File: config.mk
export PLATFORM = sky130hd
export DESIGN_NAME = dmem_arbiter
export DESIGN_NICKNAME = d
export VERILOG_FILES = /design/src/rtl/dmem_arb_pkg.sv /design/src/rtl/dmem_arb_starve.sv /design/src/rtl/dmem_arbiter.sv
export SDC_FILE = /design/constraint.sdc
export NUM_CORES = 1
export LEC_CHECK = 0
export BUFFER_PORTS_ARGS = -buffer_cell sky130_fd_sc_hd__buf_4
export CAP_MARGIN = 20
export CELL_PAD_IN_SITES_DETAIL_PLACEMENT = 1
export CELL_PAD_IN_SITES_GLOBAL_PLACEMENT = 1
export CORE_AREA = 4 4 118 120
export DETAILED_ROUTE_END_ITERATION = 10
export DIE_AREA = 0 0 122 124
export GPL_ROUTABILITY_DRIVEN = 0
export GPL_TIMING_DRIVEN = 0
export PLACE_DENSITY_LB_ADDON = 0.12
export RECOVER_POWER = 50
export SYNTH_ARGS = -nofsm -noshare
export SYNTH_HDL_FRONTEND = slang
export SYNTH_SLANG_ARGS = --single-unit
File: constraint.sdc
create_clock -name clk -period 1.64 [get_ports clk]
set_clock_uncertainty 0.05 [all_clocks]
set_input_delay 0.082 -clock clk [delete_from_list [all_inputs] [get_ports clk]]
set_output_delay 0.082 -clock clk [all_outputs]
set_load 0.02 [all_outputs]
File: src/rtl/dmem_arb_pkg.sv
// Shared types and constants for the data-memory arbiter.
// Holds the arbitration FSM state and the port index encoding.
package dmem_arb_pkg;

    typedef enum logic {
        NORMAL = 1'b0,
        FAIR   = 1'b1
    } arb_state_e;

    localparam logic PORT_CPU = 1'b0;
    localparam logic PORT_DBG = 1'b1;

    localparam logic [31:0] DEFAULT_DATA_START_ADDRESS = 32'h0080_0000;

    localparam int unsigned STARVE_CNT_W = 4;

endpackage

File: src/rtl/dmem_arb_starve.sv
// Starvation counter for the debug/loader port: counts consecutive denied cycles
// and flags when the next count reaches the forced-win threshold.
module dmem_arb_starve
    import dmem_arb_pkg::*;
#(
    parameter int unsigned STARVE_LIMIT = 4
) (
    input  logic                    clk,
    input  logic                    rst,
    input  logic                    p1_req,
    input  logic                    p1_gnt,
    output logic                    starve_hit,
    output logic [STARVE_CNT_W-1:0] starve_cnt
);

    localparam logic [STARVE_CNT_W-1:0] LIMIT   = STARVE_CNT_W'(STARVE_LIMIT);
    localparam logic [STARVE_CNT_W-1:0] CNT_MAX = '1;

    logic [STARVE_CNT_W-1:0] cnt_next;

    // Saturate so a port held off by a huge limit never wraps back to zero.
    always_comb begin
        cnt_next = '0;
        if (p1_req && !p1_gnt) begin
            cnt_next = (starve_cnt == CNT_MAX) ? CNT_MAX : starve_cnt + 1'b1;
        end
    end

    // Evaluated on the next value so the FSM is already FAIR in the cycle the
    // registered count lands on the limit.
    assign starve_hit = (cnt_next >= LIMIT);

    always_ff @(posedge clk) begin
        if (rst) begin
            starve_cnt <= '0;
        end else begin
            starve_cnt <= cnt_next;
        end
    end

endmodule

File: src/rtl/dmem_arbiter.sv
// Two-port arbiter in front of a synchronous single-port data memory, with
// starvation protection for port 1 and data-segment range checking.
module dmem_arbiter
    import dmem_arb_pkg::*;
#(
    parameter int unsigned STARVE_LIMIT       = 4,
    parameter logic [31:0] DATA_START_ADDRESS = DEFAULT_DATA_START_ADDRESS,
    parameter int unsigned DATA_ADDR_BITS     = 13
) (
    input  logic                    clk,
    input  logic                    rst,
    input  logic                    p0_req,
    input  logic                    p0_we,
    input  logic [31:0]             p0_addr,
    input  logic [31:0]             p0_wdata,
    output logic                    p0_gnt,
    output logic                    p0_rvalid,
    output logic [31:0]             p0_rdata,
    output logic                    p0_err,
    input  logic                    p1_req,
    input  logic                    p1_we,
    input  logic [31:0]             p1_addr,
    input  logic [31:0]             p1_wdata,
    output logic                    p1_gnt,
    output logic                    p1_rvalid,
    output logic [31:0]             p1_rdata,
    output logic                    p1_err,
    output logic [31:0]             mem_addr,
    output logic                    mem_we,
    output logic [31:0]             mem_wdata,
    input  logic [31:0]             mem_rdata,
    output arb_state_e              dbg_state,
    output logic [STARVE_CNT_W-1:0] dbg_starve_cnt
);

    // Handshake: a port's request is accepted in the cycle where req and gnt are
    // both 1; req and payload stay stable until then. Reads answer with rvalid
    // exactly one cycle later; out-of-range accesses answer with err one cycle later.

    arb_state_e state;
    logic       starve_hit;

    logic        p0_in_seg;
    logic        p1_in_seg;
    logic        any_gnt;
    logic        sel_we;
    logic        sel_in_seg;
    logic [31:0] sel_addr;
    logic [31:0] sel_wdata;

    logic        pipe_vld;
    logic        pipe_port;
    logic        pipe_rd;
    logic        pipe_oor;
    logic        own0;
    logic        own1;

    assign p0_in_seg = ((p0_addr >> DATA_ADDR_BITS) == (DATA_START_ADDRESS >> DATA_ADDR_BITS));
    assign p1_in_seg = ((p1_addr >> DATA_ADDR_BITS) == (DATA_START_ADDRESS >> DATA_ADDR_BITS));

    always_comb begin
        p0_gnt = 1'b0;
        p1_gnt = 1'b0;
        if (!rst) begin
            if (state == FAIR) begin
                if (p1_req) begin
                    p1_gnt = 1'b1;
                end else if (p0_req) begin
                    p0_gnt = 1'b1;
                end
            end else begin
                if (p0_req) begin
                    p0_gnt = 1'b1;
                end else if (p1_req) begin
                    p1_gnt = 1'b1;
                end
            end
        end
    end

    assign any_gnt    = p0_gnt | p1_gnt;
    assign sel_we     = p1_gnt ? p1_we     : p0_we;
    assign sel_in_seg = p1_gnt ? p1_in_seg : p0_in_seg;
    assign sel_addr   = p1_gnt ? p1_addr   : p0_addr;
    assign sel_wdata  = p1_gnt ? p1_wdata  : p0_wdata;

    assign mem_addr  = any_gnt ? sel_addr  : 32'h0;
    assign mem_wdata = any_gnt ? sel_wdata : 32'h0;
    // Out-of-range writes are accepted but must never touch memory.
    assign mem_we    = any_gnt & sel_we & sel_in_seg;

    dmem_arb_starve #(
        .STARVE_LIMIT (STARVE_LIMIT)
    ) u_starve (
        .clk        (clk),
        .rst        (rst),
        .p1_req     (p1_req),
        .p1_gnt     (p1_gnt),
        .starve_hit (starve_hit),
        .starve_cnt (dbg_starve_cnt)
    );

    always_ff @(posedge clk) begin
        if (rst) begin
            state <= NORMAL;
        end else begin
            case (state)
                NORMAL:  if (starve_hit) state <= FAIR;
                FAIR:    if (p1_gnt)     state <= NORMAL;
                default: state <= NORMAL;
            endcase
        end
    end

    assign dbg_state = state;

    always_ff @(posedge clk) begin
        if (rst) begin
            pipe_vld  <= 1'b0;
            pipe_port <= PORT_CPU;
            pipe_rd   <= 1'b0;
            pipe_oor  <= 1'b0;
        end else begin
            pipe_vld  <= any_gnt;
            pipe_port <= p1_gnt ? PORT_DBG : PORT_CPU;
            pipe_rd   <= ~sel_we;
            pipe_oor  <= ~sel_in_seg;
        end
    end

    // Gating with rst drops a response still in flight when reset arrives.
    assign own0 = !rst && pipe_vld && (pipe_port == PORT_CPU);
    assign own1 = !rst && pipe_vld && (pipe_port == PORT_DBG);

    assign p0_rvalid = own0 & pipe_rd;
    assign p0_err    = own0 & pipe_oor;
    assign p0_rdata  = (p0_rvalid && !pipe_oor) ? mem_rdata : 32'h0;

    assign p1_rvalid = own1 & pipe_rd;
    assign p1_err    = own1 & pipe_oor;
    assign p1_rdata  = (p1_rvalid && !pipe_oor) ? mem_rdata : 32'h0;

endmodule
==> flow_summary.json <==
{
  "route.detailed.drc": 0,
  "syn_inst": 248,
  "synth-seq-area-share_pct": 10.7,
  "hold_class": "input port to flip-flop",
  "grt_pass1_wl_um": 21000,
  "max-vdd-ir-drop_uv": 180,
  "drive_gt1_share_pct": 76.1,
  "layout_min_cycle_time_ns": 1.74,
  "wl_um": 14700,
  "timing.rr.start": "dbg_state$_SDFF_PP0_",
  "post_synth_num_cell_types": 34,
  "worstReg2RegEnd": "pipe_oor$_SDFF_PP0_",
  "vias_per_cell": 4.31,
  "grt_util_met1_pct": 17.9,
  "synthToLayoutAreaGrowth_pct": 205,
  "p_int_uw": 1090,
  "track_usage_pct": 17.7,
  "firstDrtPassIters": 4,
  "start_kind": "flip-flop",
  "placed_area_mm2": 0.00423,
  "core_mm2": 0.0130,
  "p_sw_share_pct": 33.2,
  "final_nets": 745,
  "grt_max_degree": 11,
  "portBuffers": 305,
  "synth_top_area_share_pct": 24.6,
  "cts_hold_buf": 0,
  "p_leak_uw": 0.00261,
  "dp_hpwl_um": 12100,
  "ant_nets": 0,
  "crit_fanout": 8,
  "arrival_ns": 1.61,
  "tns_ns": -2.84,
  "yosys_warnings": 0,
  "fin_util_pct": 39.6,
  "reg2reg_depth": 5,
  "ys_ff_latch": 9,
  "cts_tree": "yes",
  "clock-sinks": 9,
  "pre_cts_ws_ns": -0.360,
  "p_per_area_mw_per_mm2": 318,
  "htreeDepth": 1,
  "drt_iter0_drc": 101,
  "met3_usage_pct": 5.45,
  "grt_pass1_vias": 3732,
  "post-synth-top-area-cell": "and2_1",
  "clockRootBuffer": "clkbuf_16",
  "period_share_pct": 106,
  "seq_power_share_pct": 14.3,
  "path_class": "flip-flop to output pin",
  "vias": 3252,
  "dieHeight_um": 124,
  "setup_viol_count_final": 90,
  "initial_core_util_pct": 13.0,
  "synthTopCellsByArea": "and2_1 (25%), a22o_1 (24%), dfxtp_1 (11%)",
  "slew_headroom_pct": 57.9,
  "cp-endpoint": "mem_addr[18]",
  "insertion_delay_ns": 0.23,
  "use_met2_pct": 35.6,
  "worstSetupEndpointType": "output pin",
  "hold_viol": 0,
  "busiest_layer": "met2",
  "p_switching_uw": 541,
  "p_clk_share_pct": 25.9,
  "fin_area_mm2": 0.00513,
  "slew_violations": 0,
  "synth.net_count": 415,
  "fp.dieW_um": 122,
  "combPwrFrac_pct": 59.8,
  "ctsLongestPathBuffers": 2,
  "ff2ff_setup_slack_ns": 0.22,
  "gr-total-overflow": 0,
  "grt_antenna_before_repair": 1,
  "ios": 306,
  "critPathRequiredTime_ns": 1.51,
  "cts_inserted_buffers": 3,
  "die-area_mm2": 0.0151,
  "violations": "negative setup slack",
  "setup_slack_ns": -0.104,
  "startpoint": "dbg_state$_SDFF_PP0_",
  "avgSynthCellArea_um2": 6.78,
  "wire_per_inst_um": 19.6,
  "syn_area_mm2": 0.00168,
  "rows": 42,
  "status": "complete, but fails checks",
  "worst_pin_slew_ns": 0.631,
  "maxCapViolCount": 0,
  "max_freq_ghz": 0.574,
  "rsz0062_at_grt": "yes",
  "clk_pin_slew_ns": 0.04
}
## layer usage
layer	wire [µm]	vias up
met5	0	-
met4	274	0
met3	1450	12
met2	8080	190
met1	4940	1508
li1	-	1542
## power by group through the flow
stage	logic [µW]	registers [µW]	clock network, µW
final	976	233	422
after global placement	884	235	0
after CTS	959	233	432
after global routing	1050	234	451
after detailed placement	894	236	0
after floorplan	333	236	0
## critical path, cell delays in order, from the launching register on
cell and delay [ns]:
dfxtp_4 0.38, nor2b_4 0.05, or2_4 0.25, inv_4 0.09, buf_12 0.14, clkbuf_16 0.15
nand2_1 0.05, a21oi_1 0.11, buf_4 0.16
## Yosys cell counts
| master | n |
|---|---|
| and2_1 | 66 |
| a22o_1 | 47 |
| nand2_1 | 40 |
| a21oi_1 | 22 |
| dfxtp_1 | 9 |
| buf_2 | 8 |
| clkbuf_1 | 8 |
| inv_1 | 5 |
| nor4_1 | 4 |
| buf_4 | 3 |
| nor2_1 | 3 |
| or4_1 | 3 |
| a211oi_1 | 2 |
| a211oi_2 | 2 |
| and3_1 | 2 |
| buf_6 | 2 |
| nand2b_1 | 2 |
| nand3_1 | 2 |
| nor2b_1 | 2 |
| nor4b_1 | 2 |
| and2b_1 | 1 |
| ha_1 | 1 |
| inv_2 | 1 |
| mux2i_1 | 1 |
| nor3_1 | 1 |
| nor3_2 | 1 |
| nor4_2 | 1 |
| o2111ai_1 | 1 |
| o211ai_1 | 1 |
| o21ba_1 | 1 |
| o21bai_1 | 1 |
| o31a_1 | 1 |
| or2_4 | 1 |
| or3_1 | 1 |
## stage by stage
step	hold slack [ns]	power [µW]	instances
after CTS	0.0529	1620	751
after global routing	0.0671	1730	754
after global placement	0.265	1120	729
after detailed placement	0.271	1130	729
final	0.0499	1630	754
after floorplan	0.0937	569	248
## state kept, by name, indices dropped and copies added (netlist names)
signal and count:
dbg_state 1, pipe_oor 1, pipe_port 1, pipe_rd 1
pipe_vld 1, u_starve.starve_cnt 4
## what timing repair did
item | in CTS | in global routing
setup endpoints to repair | 128 | 129
buffers inserted | 12 | 1
cloned | 6 | 1
gates resized for setup | 162 | 57
pin swaps | 43 | 27
## layout make-up
| cell class | count | area, µm² |
|---|---|---|
| Tap cell | 176 | 220 |
| Fill cell | 1618 | 7850 |
| Buffer | 21 | 220 |
| Multi-Input combinational cell | 212 | 1630 |
| Timing Repair Buffer | 325 | 2780 |
| Clock buffer | 4 | 78.8 |
| Sequential cell | 9 | 185 |
| Inverter | 6 | 25.0 |
| Antenna cell | 1 | 2.50 |
## worst min path at each step
stage / start / end / cells past startpoint / slack (ns)
after global placement: rst / dbg_state$_SDFF_PP0_ / 2 / 0.26
after detailed placement: rst / dbg_state$_SDFF_PP0_ / 2 / 0.27
after global routing: rst / dbg_state$_SDFF_PP0_ / 2 / 0.07
after CTS: rst / dbg_state$_SDFF_PP0_ / 2 / 0.05
after floorplan: rst / dbg_state$_SDFF_PP0_ / 1 / 0.09
final: rst / dbg_state$_SDFF_PP0_ / 2 / 0.05
## cell usage in the layout (no fill, tap or decap), drive strengths merged
master	netlist	final
or3	1	1
and2b	1	1
o21bai	1	1
nand2	40	40
buf	13	338
and3	2	2
or2	1	1
nand2b	2	2
or4	3	3
diode	0	1
nor4b	2	2
inv	6	6
o31a	1	1
nor2b	2	2
and2	66	66
a211oi	4	4
ha	1	1
nor3	2	2
dfxtp	9	9
o21ba	1	1
a21oi	22	22
nor2	3	3
clkbuf	8	12
nand3	2	2
o211ai	1	1
o2111ai	1	1
nor4	5	5
a22o	47	47
mux2i	1	1
## cells by family after synthesis
logic type | after synthesis | synth area share [%]
and+or+nand+nor | 132 | 43.8
adders and majority gates | 1 | 0.744
muxes | 1 | 0.595
AOI/OAI and AO/OA | 78 | 35.9
DFF | 9 | 10.7
buffers and inverters | 27 | 8.18
Power figures use the tool's default switching activity.
